===== config.mk =====
export PLATFORM = sky130hd
export DESIGN_NAME = execute_stage
export DESIGN_NICKNAME = d
export VERILOG_FILES = /design/src/rtl/execute_stage.sv
export SDC_FILE = /design/constraint.sdc
export NUM_CORES = 1
export LEC_CHECK = 0
export BUFFER_PORTS_ARGS = -buffer_cell sky130_fd_sc_hd__buf_2
export CAP_MARGIN = 30
export CORE_AREA = 2 2 140 142
export CTS_CLUSTER_SIZE = 8
export DETAILED_ROUTE_END_ITERATION = 6
export DIE_AREA = 0 0 142 144
export SKIP_CTS_REPAIR_TIMING = 1
export SYNTH_ARGS = -nofsm -noshare
export SYNTH_HDL_FRONTEND = slang
export SYNTH_SLANG_ARGS = --single-unit

===== constraint.sdc =====
create_clock -name Clk -period 5.6 [get_ports Clk]
set_input_delay 1.4 -clock Clk [delete_from_list [all_inputs] [get_ports Clk]]
set_output_delay 1.4 -clock Clk [all_outputs]
set_load 0.05 [all_outputs]

===== src/rtl/execute_stage.sv =====
// Execute stage of the 16-bit pipeline.
// Runs the ALU, owns the {C,N,Z} condition-code register, resolves branches
// against the flags as they stood before this cycle, and squashes the
// wrong-path instructions that follow a taken branch. All outputs are
// registered and feed the execute/memory buffer.

module execute_stage #(
  parameter int WIDTH       = 16,
  parameter int FLUSH_DEPTH = 2
) (
  input  logic             Clk,
  input  logic             Rst,
  input  logic [3:0]       aluSignals,
  input  logic [WIDTH-1:0] Reg1,
  input  logic [WIDTH-1:0] Reg2,
  input  logic [WIDTH-1:0] instr,
  input  logic             ALU_src,
  input  logic             SetC,
  input  logic             CLRC,
  input  logic             Branch,
  input  logic [4:0]       Instruction,
  input  logic [2:0]       RegDestination,
  input  logic             RW,
  input  logic             MR,
  input  logic             MW,
  input  logic             MTR,
  output logic [WIDTH-1:0] ALUResult,
  output logic [WIDTH-1:0] StoreDataOut,
  output logic [2:0]       RegDestinationOut,
  output logic             RWOut,
  output logic             MROut,
  output logic             MWOut,
  output logic             MTROut,
  output logic [2:0]       CCR,
  output logic             BranchTaken,
  output logic [WIDTH-1:0] BranchTarget,
  output logic             FlushActive
);

  typedef enum logic [3:0] {
    ALU_PASSA = 4'b0000,
    ALU_NOT   = 4'b0001,
    ALU_INC   = 4'b0010,
    ALU_DEC   = 4'b0011,
    ALU_ADD   = 4'b0100,
    ALU_SUB   = 4'b0101,
    ALU_AND   = 4'b0110,
    ALU_OR    = 4'b0111,
    ALU_SHL   = 4'b1000,
    ALU_SHR   = 4'b1001,
    ALU_PASSB = 4'b1010
  } aluOp_e;

  typedef enum logic [1:0] {
    BR_JZ  = 2'b00,
    BR_JN  = 2'b01,
    BR_JC  = 2'b10,
    BR_JMP = 2'b11
  } brCond_e;

  localparam int         CCR_C      = 2;
  localparam int         CCR_N      = 1;
  localparam int         CCR_Z      = 0;
  localparam logic [1:0] FLUSH_LOAD = 2'(FLUSH_DEPTH);

  // ALU datapath signals
  logic [WIDTH-1:0] operandB;
  logic [3:0]       shamt;
  logic [WIDTH:0]   wideSum;
  logic [WIDTH:0]   shlWide;
  logic [WIDTH:0]   shrWide;
  logic [WIDTH-1:0] aluRes;
  logic             aluCarry;
  logic             updZN;
  logic             updC;

  // Registered state and its next-state values
  logic [WIDTH-1:0] aluResult_q, aluResult_d;
  logic [WIDTH-1:0] storeData_q, storeData_d;
  logic [2:0]       regDest_q, regDest_d;
  logic             rw_q, rw_d;
  logic             mr_q, mr_d;
  logic             mw_q, mw_d;
  logic             mtr_q, mtr_d;
  logic [2:0]       ccr_q, ccr_d;
  logic             branchTaken_q, branchTaken_d;
  logic [WIDTH-1:0] branchTarget_q, branchTarget_d;
  logic [1:0]       flushCnt_q, flushCnt_d;
  logic             flushActive_q, flushActive_d;

  logic             squash;
  logic             condMet;
  logic             unusedInstrBits;

  assign unusedInstrBits = ^Instruction[4:2];

  // ALU: result plus which flags this op is allowed to touch
  always_comb begin
    operandB = ALU_src ? instr : Reg2;
    shamt    = instr[3:0];
    shlWide  = {1'b0, Reg1} << shamt;
    shrWide  = {Reg1, 1'b0} >> shamt;
    wideSum  = '0;
    aluRes   = '0;
    aluCarry = 1'b0;
    updZN    = 1'b0;
    updC     = 1'b0;
    case (aluOp_e'(aluSignals))
      ALU_PASSA: aluRes = Reg1;
      ALU_NOT: begin
        aluRes = ~Reg1;
        updZN  = 1'b1;
      end
      ALU_INC: begin
        wideSum  = {1'b0, Reg1} + (WIDTH+1)'(1);
        aluRes   = wideSum[WIDTH-1:0];
        aluCarry = wideSum[WIDTH];
        updZN    = 1'b1;
        updC     = 1'b1;
      end
      ALU_DEC: begin
        wideSum  = {1'b0, Reg1} - (WIDTH+1)'(1);
        aluRes   = wideSum[WIDTH-1:0];
        aluCarry = wideSum[WIDTH];
        updZN    = 1'b1;
        updC     = 1'b1;
      end
      ALU_ADD: begin
        wideSum  = {1'b0, Reg1} + {1'b0, operandB};
        aluRes   = wideSum[WIDTH-1:0];
        aluCarry = wideSum[WIDTH];
        updZN    = 1'b1;
        updC     = 1'b1;
      end
      ALU_SUB: begin
        wideSum  = {1'b0, Reg1} - {1'b0, operandB};
        aluRes   = wideSum[WIDTH-1:0];
        aluCarry = wideSum[WIDTH];
        updZN    = 1'b1;
        updC     = 1'b1;
      end
      ALU_AND: begin
        aluRes = Reg1 & operandB;
        updZN  = 1'b1;
      end
      ALU_OR: begin
        aluRes = Reg1 | operandB;
        updZN  = 1'b1;
      end
      ALU_SHL: begin
        aluRes   = shlWide[WIDTH-1:0];
        aluCarry = shlWide[WIDTH];
        updZN    = 1'b1;
        updC     = (shamt != 4'd0);
      end
      ALU_SHR: begin
        aluRes   = shrWide[WIDTH:1];
        aluCarry = shrWide[0];
        updZN    = 1'b1;
        updC     = (shamt != 4'd0);
      end
      ALU_PASSB: aluRes = operandB;
      default:   aluRes = '0;
    endcase
  end

  // Branch resolution, flag update, squash control and output staging
  always_comb begin
    squash         = (flushCnt_q != 2'd0);
    condMet        = 1'b0;
    aluResult_d    = aluRes;
    storeData_d    = Reg2;
    regDest_d      = RegDestination;
    rw_d           = 1'b0;
    mr_d           = 1'b0;
    mw_d           = 1'b0;
    mtr_d          = 1'b0;
    ccr_d          = ccr_q;
    branchTaken_d  = 1'b0;
    branchTarget_d = branchTarget_q;
    flushCnt_d     = flushCnt_q;

    if (squash) begin
      flushCnt_d = flushCnt_q - 2'd1;
    end else if (Branch) begin
      mtr_d = MTR;
      case (brCond_e'(Instruction[1:0]))
        BR_JZ:   condMet = ccr_q[CCR_Z];
        BR_JN:   condMet = ccr_q[CCR_N];
        BR_JC:   condMet = ccr_q[CCR_C];
        default: condMet = 1'b1;
      endcase
      if (condMet) begin
        branchTaken_d  = 1'b1;
        branchTarget_d = Reg1;
        flushCnt_d     = FLUSH_LOAD;
        case (brCond_e'(Instruction[1:0]))
          BR_JZ:   ccr_d[CCR_Z] = 1'b0;
          BR_JN:   ccr_d[CCR_N] = 1'b0;
          BR_JC:   ccr_d[CCR_C] = 1'b0;
          default: ccr_d = ccr_q;
        endcase
      end
    end else begin
      rw_d  = RW;
      mr_d  = MR;
      mw_d  = MW;
      mtr_d = MTR;
      if (updZN) begin
        ccr_d[CCR_Z] = (aluRes == '0);
        ccr_d[CCR_N] = aluRes[WIDTH-1];
      end
      if (updC) begin
        ccr_d[CCR_C] = aluCarry;
      end
      if (SetC) begin
        ccr_d[CCR_C] = 1'b1;
      end else if (CLRC) begin
        ccr_d[CCR_C] = 1'b0;
      end
    end

    flushActive_d = (flushCnt_d != 2'd0);
  end

  // Pipeline registers, CCR and flush counter
  always_ff @(posedge Clk) begin
    if (Rst) begin
      aluResult_q    <= '0;
      storeData_q    <= '0;
      regDest_q      <= '0;
      rw_q           <= 1'b0;
      mr_q           <= 1'b0;
      mw_q           <= 1'b0;
      mtr_q          <= 1'b0;
      ccr_q          <= '0;
      branchTaken_q  <= 1'b0;
      branchTarget_q <= '0;
      flushCnt_q     <= '0;
      flushActive_q  <= 1'b0;
    end else begin
      aluResult_q    <= aluResult_d;
      storeData_q    <= storeData_d;
      regDest_q      <= regDest_d;
      rw_q           <= rw_d;
      mr_q           <= mr_d;
      mw_q           <= mw_d;
      mtr_q          <= mtr_d;
      ccr_q          <= ccr_d;
      branchTaken_q  <= branchTaken_d;
      branchTarget_q <= branchTarget_d;
      flushCnt_q     <= flushCnt_d;
      flushActive_q  <= flushActive_d;
    end
  end

  assign ALUResult         = aluResult_q;
  assign StoreDataOut      = storeData_q;
  assign RegDestinationOut = regDest_q;
  assign RWOut             = rw_q;
  assign MROut             = mr_q;
  assign MWOut             = mw_q;
  assign MTROut            = mtr_q;
  assign CCR               = ccr_q;
  assign BranchTaken       = branchTaken_q;
  assign BranchTarget      = branchTarget_q;
  assign FlushActive       = flushActive_q;

endmodule


==> metrics.csv, run 1 <==
metric,value,unit
synth_cell_types,87,
finalCritPeriodShare,0.8594,
setup_viol,0,
synth_async_sr_flop_share,0,
ant_nets,0,
final-instance-count-excl-fill,1296,
cp_slowest_cell,mux2i_1,
crit_path_frequent_cell,nor4_1,
whs_path_depth,2,
period_minus_slack,4813,ps
cellLeakagePower,3.639,nW
fin_area,8625,µm²
fp.dieH,144,µm
nNetsFinal,1178,
grt_max_degree,56,
clock_latency,350,ps
postPlaceCellArea,8294,µm²
drv_slew,0,
slowest_delay,590,ps
critical_path_class,input pin to flop,
dp_worst_setup_slack,553.0,ps
core,19080,µm²
p_total,1.899,mW
row_count,51,
endpoint_kind,flop,
hold_class,flop to flop,
finalClockSkew,13.74,ps
grt_pass1_vias,7452,
drive_gt1_frac,0.2183,
ys_seq_area_frac,0.1655,
r2r-start,CCR[2],
fp.dieW,142,µm
fin_util,0.4520,
outcome,"finished, final reports clean",
grt_pass1_wl,45.22,mm
n_antenna_cell,0,
clk_pin_slew,60,ps
ys_ff_latch,62,
power.density,220.2,nW/µm²
reg2reg_depth,8,
path_max_fanout,10,
hpwl,22.30,mm
overflow,0,
antenna_found_initial,0,
drc,0,
hold_start,BranchTarget[14],
timing.rr.end,CCR[0],
synth_nets,1096,
drt_iter0_drc,1088,
clock-sinks,62,
grt_usage,0.2895,
worst_slew_pin_slew,1039,ps
rsz0062_at_grt,no,
avgSynthCellArea,7.725,µm²
ys.flop_type,dfxtp_1,
routed_wl,29.70,mm
io_pins,130,
rrSetupSlack,3490,ps
tritoncts,done,
start_util,0.3931,
htree_levels,3,
vias_per_cell,6.308,
synth-edff-count,0,
whs,449.4,ps
hold_path_end,BranchTarget[14],
hold_violations,0,
max_freq,207.8,MHz
dr.pass1.iters,5,
root_buffer,clkbuf_16,
route.detailed.wl_per_inst,22.92,µm
critical_path_arrival,5100,ps
die_area,20450,µm²
netlist_area,7501,µm²
numCtsBuffers,9,
synth_cells,971,
io_buffers,126,
vias,8175,
gp_congestion,1.018,
tns,0,ps
path_cells,"buf_2, mux2i_1, ha_1, a21oi_1, o221ai_1, and2_1, a221oi_2, nor4_1, o32a_2, nor4_1, nand4_1, nand2_1",
clk_path_buf_depth,2,
cp.required,5880,ps
dpl.cell_count,1280,
worstSetupStartpointType,input pin,
cap_violations,0,
ir_drop,0.0001398,V
maxSlewHeadroom,0.2892,
yosysWarnings,0,
syn2layout_area_growth,14.98,%
timing.final.ws_setup,787.4,ps
synthesized netlist by cell type (8+ instances only):
master | n | area share
o221ai_1 | 13 | 0.015
mux2_2 | 16 | 0.024
mux2i_1 | 33 | 0.044
o211ai_1 | 11 | 0.011
inv_1 | 60 | 0.030
buf_2 | 28 | 0.019
dfxtp_1 | 62 | 0.17
ha_1 | 53 | 0.088
nor3_1 | 19 | 0.013
nand4_1 | 13 | 0.011
a32oi_1 | 8 | 0.0093
nand2_1 | 98 | 0.049
a21oi_1 | 53 | 0.035
a21o_1 | 9 | 0.0090
clkbuf_1 | 51 | 0.026
xnor2_1 | 18 | 0.021
o31ai_1 | 8 | 0.0080
a31oi_1 | 8 | 0.0067
nor4_1 | 17 | 0.014
nand2b_1 | 8 | 0.0067
mux4_2 | 20 | 0.060
o21ai_0 | 36 | 0.024
nor2_1 | 66 | 0.033
a211oi_1 | 11 | 0.011
o22ai_1 | 15 | 0.013
nor2b_1 | 32 | 0.027
and2_1 | 15 | 0.013
nand3_1 | 24 | 0.016
or3_1 | 9 | 0.0075
a221oi_1 | 13 | 0.015
cell type report:
class / count / area [µm²]
Fill cell: 2010 / 10460
Multi-Input combinational cell: 764 / 5647
Sequential cell: 62 / 1241
Timing Repair Buffer: 156 / 883.3
Tap cell: 238 / 297.8
Clock buffer: 9 / 225.2
Inverter: 60 / 225.2
Clock inverter: 7 / 105.1
critical path: cells and delay by family:
kind	cells	cell delay [ps]
AOI/OAI and AO/OA	4	1420
buffers and inverters	1	290
adders and majority gates	1	350
and+or+nand+nor	5	1040
muxes	1	590
kinds of logic (layout without fill, tap and decap cells):
| family | Yosys count | count (layout) | synth area share |
|---|---|---|---|
| adder cells (fa/ha/maj) | 55 | 55 | 0.09375 |
| AND/OR/NAND/NOR | 357 | 357 | 0.2534 |
| flip-flops | 62 | 62 | 0.1655 |
| AO/OA/AOI/OAI | 258 | 258 | 0.2477 |
| multiplexers | 71 | 71 | 0.1311 |
| XOR/XNOR | 23 | 23 | 0.02686 |
| buffers and inverters | 145 | 232 | 0.08173 |
state kept, by name (all words and copies together) (netlist names):
| signal | flops |
|---|---|
| StoreDataOut | 16 |
| MROut | 1 |
| ALUResult | 16 |
| BranchTaken | 1 |
| RegDestinationOut | 3 |
| BranchTarget | 16 |
| MTROut | 1 |
| flushCnt_q | 2 |
| FlushActive | 1 |
| CCR | 3 |
| MWOut | 1 |
| RWOut | 1 |
report_power, final:
group          internal [mW]  switching (mW)  total [mW]
sequential             0.470         0.00862       0.479
clock                  0.397           0.246       0.643
combinational          0.261           0.517       0.778
routing by layer:
layer  GRT usage  part of all wire  routed length, µm
met1      0.3975              0.43              12660
met2      0.4378              0.43              12770
met3     0.06026             0.097               2893
met4      0.1279             0.046               1376
met5           0                 0                  0
placed cells by master (no fill, tap or decap), drive strengths merged, types with 6 or more instances in the layout:
| cell type | count |
|---|---|
| and2 | 15 |
| a221oi | 14 |
| a211oi | 14 |
| buf | 155 |
| clkbuf | 9 |
| o21ai | 39 |
| mux2i | 33 |
| nor3 | 19 |
| mux2 | 18 |
| dfxtp | 62 |
| nand2b | 8 |
| or2 | 9 |
| inv | 63 |
| a21o | 9 |
| o211ai | 11 |
| or3 | 9 |
| ha | 53 |
| nand3b | 7 |
| nor4 | 19 |
| o22ai | 15 |
| nand3 | 24 |
| xnor2 | 18 |
| o31ai | 9 |
| a21oi | 53 |
| mux4 | 20 |
| a31oi | 8 |
| nor2b | 32 |
| nand2 | 98 |
| a211o | 6 |
| nor2 | 66 |
| o221ai | 13 |
| a32oi | 8 |
| nor3b | 6 |
| nand4 | 13 |
how the worst max path moves through the flow:
stage / endpoint / slack [ps] / depth (start not counted) / from
3_5_place_dp: CCR[0] / 550 / 12 / ALU_src
6_report: CCR[0] / 790 / 12 / ALU_src
3_3_place_gp: CCR[0] / 600 / 13 / ALU_src
5_1_grt: CCR[0] / 480 / 12 / ALU_src
2_1_floorplan: CCR[0] / 730 / 15 / ALU_src
4_1_cts: CCR[0] / 900 / 12 / ALU_src
Note: power is estimated with default switching activity, not from simulation.
==> run 2: changes to the inputs <==
PLACE_DENSITY = 0.7   (was default)
==> run 2 against run 1 <==
Compared with the run above:
- sequential power barely moved
- global-route usage fell by 0.23 points
- design area fell by 0.67%
- maximum frequency fell by 0.28%
- sequential cell count did not move
- worst setup slack got worse by 14 ps
- count of clock-buffer cells in the layout did not move
==> metrics.csv, run 2 (same netlist as run 1, synthesis figures left out) <==
metric,value,unit,change
outcome,"finished, final reports clean",,unchanged
dr.pass1.iters,6,,was 5
route.detailed.wl_per_inst,22.97,µm,was 22.92 µm
clk_path_buf_depth,2,,unchanged
grt_pass1_vias,7535,,was 7452
die_area,20450,µm²,unchanged
whs_path_depth,2,,unchanged
finalCritPeriodShare,0.8618,,was 0.8594
numCtsBuffers,9,,unchanged
ir_drop,0.0001600,V,was 0.0001398 V
ant_nets,0,,unchanged
hold_class,flop to flop,,unchanged
overflow,0,,unchanged
finalClockSkew,16.39,ps,was 13.74 ps
routed_wl,29.68,mm,was 29.70 mm
critical_path_arrival,5110,ps,was 5100 ps
antenna_found_initial,0,,unchanged
io_pins,130,,unchanged
n_antenna_cell,0,,unchanged
cellLeakagePower,3.611,nW,was 3.639 nW
max_freq,207.2,MHz,was 207.8 MHz
worstSetupStartpointType,input pin,,unchanged
power.density,222.2,nW/µm²,was 220.2 nW/µm²
timing.rr.end,CCR[0],,unchanged
hold_violations,0,,unchanged
r2r-start,CCR[2],,unchanged
drc,0,,unchanged
worst_slew_pin_slew,896.0,ps,was 1039 ps
fp.dieH,144,µm,unchanged
drive_gt1_frac,0.2154,,was 0.2183
final_cell_mix,"buf_2 (126), nand2_1 (98), nor2_1 (66), dfxtp_1 (62), inv_1 (60)",,unchanged
path_max_fanout,10,,unchanged
grt_usage,0.2872,,was 0.2895
hpwl,22.06,mm,was 22.30 mm
whs,452.3,ps,was 449.4 ps
hold_path_end,BranchTarget[1],,was BranchTarget[14]
setup_viol,0,,unchanged
grt_max_degree,56,,unchanged
fin_util,0.4490,,was 0.4520
drt_iter0_drc,1079,,was 1088
vias_per_cell,6.354,,was 6.308
fp.dieW,142,µm,unchanged
start_util,0.3931,,unchanged
tns,0,ps,unchanged
grt_pass1_wl,44.87,mm,was 45.22 mm
io_buffers,126,,unchanged
root_buffer,clkbuf_16,,unchanged
drv_slew,0,,unchanged
row_count,51,,unchanged
hold_start,BranchTarget[1],,was BranchTarget[14]
rsz0062_at_grt,no,,unchanged
clk_pin_slew,60,ps,about the same
syn2layout_area_growth,14.21,%,was 14.98%
nNetsFinal,1174,,was 1178
core,19080,µm²,unchanged
htree_levels,3,,unchanged
endpoint_kind,flop,,unchanged
vias,8210,,was 8175
clock_latency,360,ps,was 350 ps
maxSlewHeadroom,0.4004,,was 0.2892
p_total,1.904,mW,was 1.899 mW
clock-sinks,62,,unchanged
reg2reg_depth,8,,unchanged
cap_violations,0,,unchanged
gp_congestion,1.012,,was 1.018
tritoncts,done,,unchanged
period_minus_slack,4826,ps,was 4813 ps
critical_path_class,input pin to flop,,unchanged
mostFrequentLayoutCell,buf_2,,unchanged
rrSetupSlack,3450,ps,was 3490 ps
cp.required,5880,ps,about the same
run 2: worst max path at each step:
stage	startpoint	to	slack [ps]	cells after the start
5_1_grt	ALU_src	CCR[0]	530	12
3_3_place_gp	ALU_src	CCR[0]	620	13
2_1_floorplan	ALU_src	CCR[0]	730	15
3_5_place_dp	ALU_src	CCR[0]	560	12
4_1_cts	ALU_src	CCR[0]	910	12
6_report	ALU_src	CCR[0]	770	13
run 2: worst max-delay path, stage by stage:
cell and delay (ps):
buf_2 280, mux2i_1 580, inv_1 100, ha_1 270, nor3_1 340, o221ai_1 320, and2_1 290, a221oi_2 360
nor4_1 100, o32a_2 410, nor4_1 410, nand4_1 150, nand2_1 100
run 2: final cells by class:
type | count | area, µm²
Tap cell | 238 | 297.8
Multi-Input combinational cell | 764 | 5647
Inverter | 60 | 225.2
Sequential cell | 62 | 1241
Clock buffer | 9 | 225.2
Clock inverter | 7 | 105.1
Timing Repair Buffer | 152 | 825.8
Fill cell | 1930 | 10510
run 2: where the power goes:
group,internal [mW],switching (mW)
Sequential,0.470,0.00846
Combinational,0.258,0.517
Clock,0.397,0.253
Total,1.13,0.778
run 2: metal layers:
metal | part of all wire | routed length, µm | vias to the layer above | track usage
met4 | 0.039 | 1156 | 0 | 0.1116
met1 | 0.42 | 12500 | 3876 | 0.3859
met3 | 0.097 | 2879 | 77 | 0.05828
met5 | 0 | 0 | - | 0
li1 | - | - | 3763 | -
met2 | 0.44 | 13140 | 494 | 0.4533
run 2: metrics by stage:
stage               worst slack (ps)  std cells  cell area (µm²)
global placement               620.5       1275             8229
finish                         773.7       1292             8567
detailed placement             560.1       1275             8229
global route                   532.5       1292             8567
CTS                            907.5       1291             8559
floorplan                      726.7        971             7501
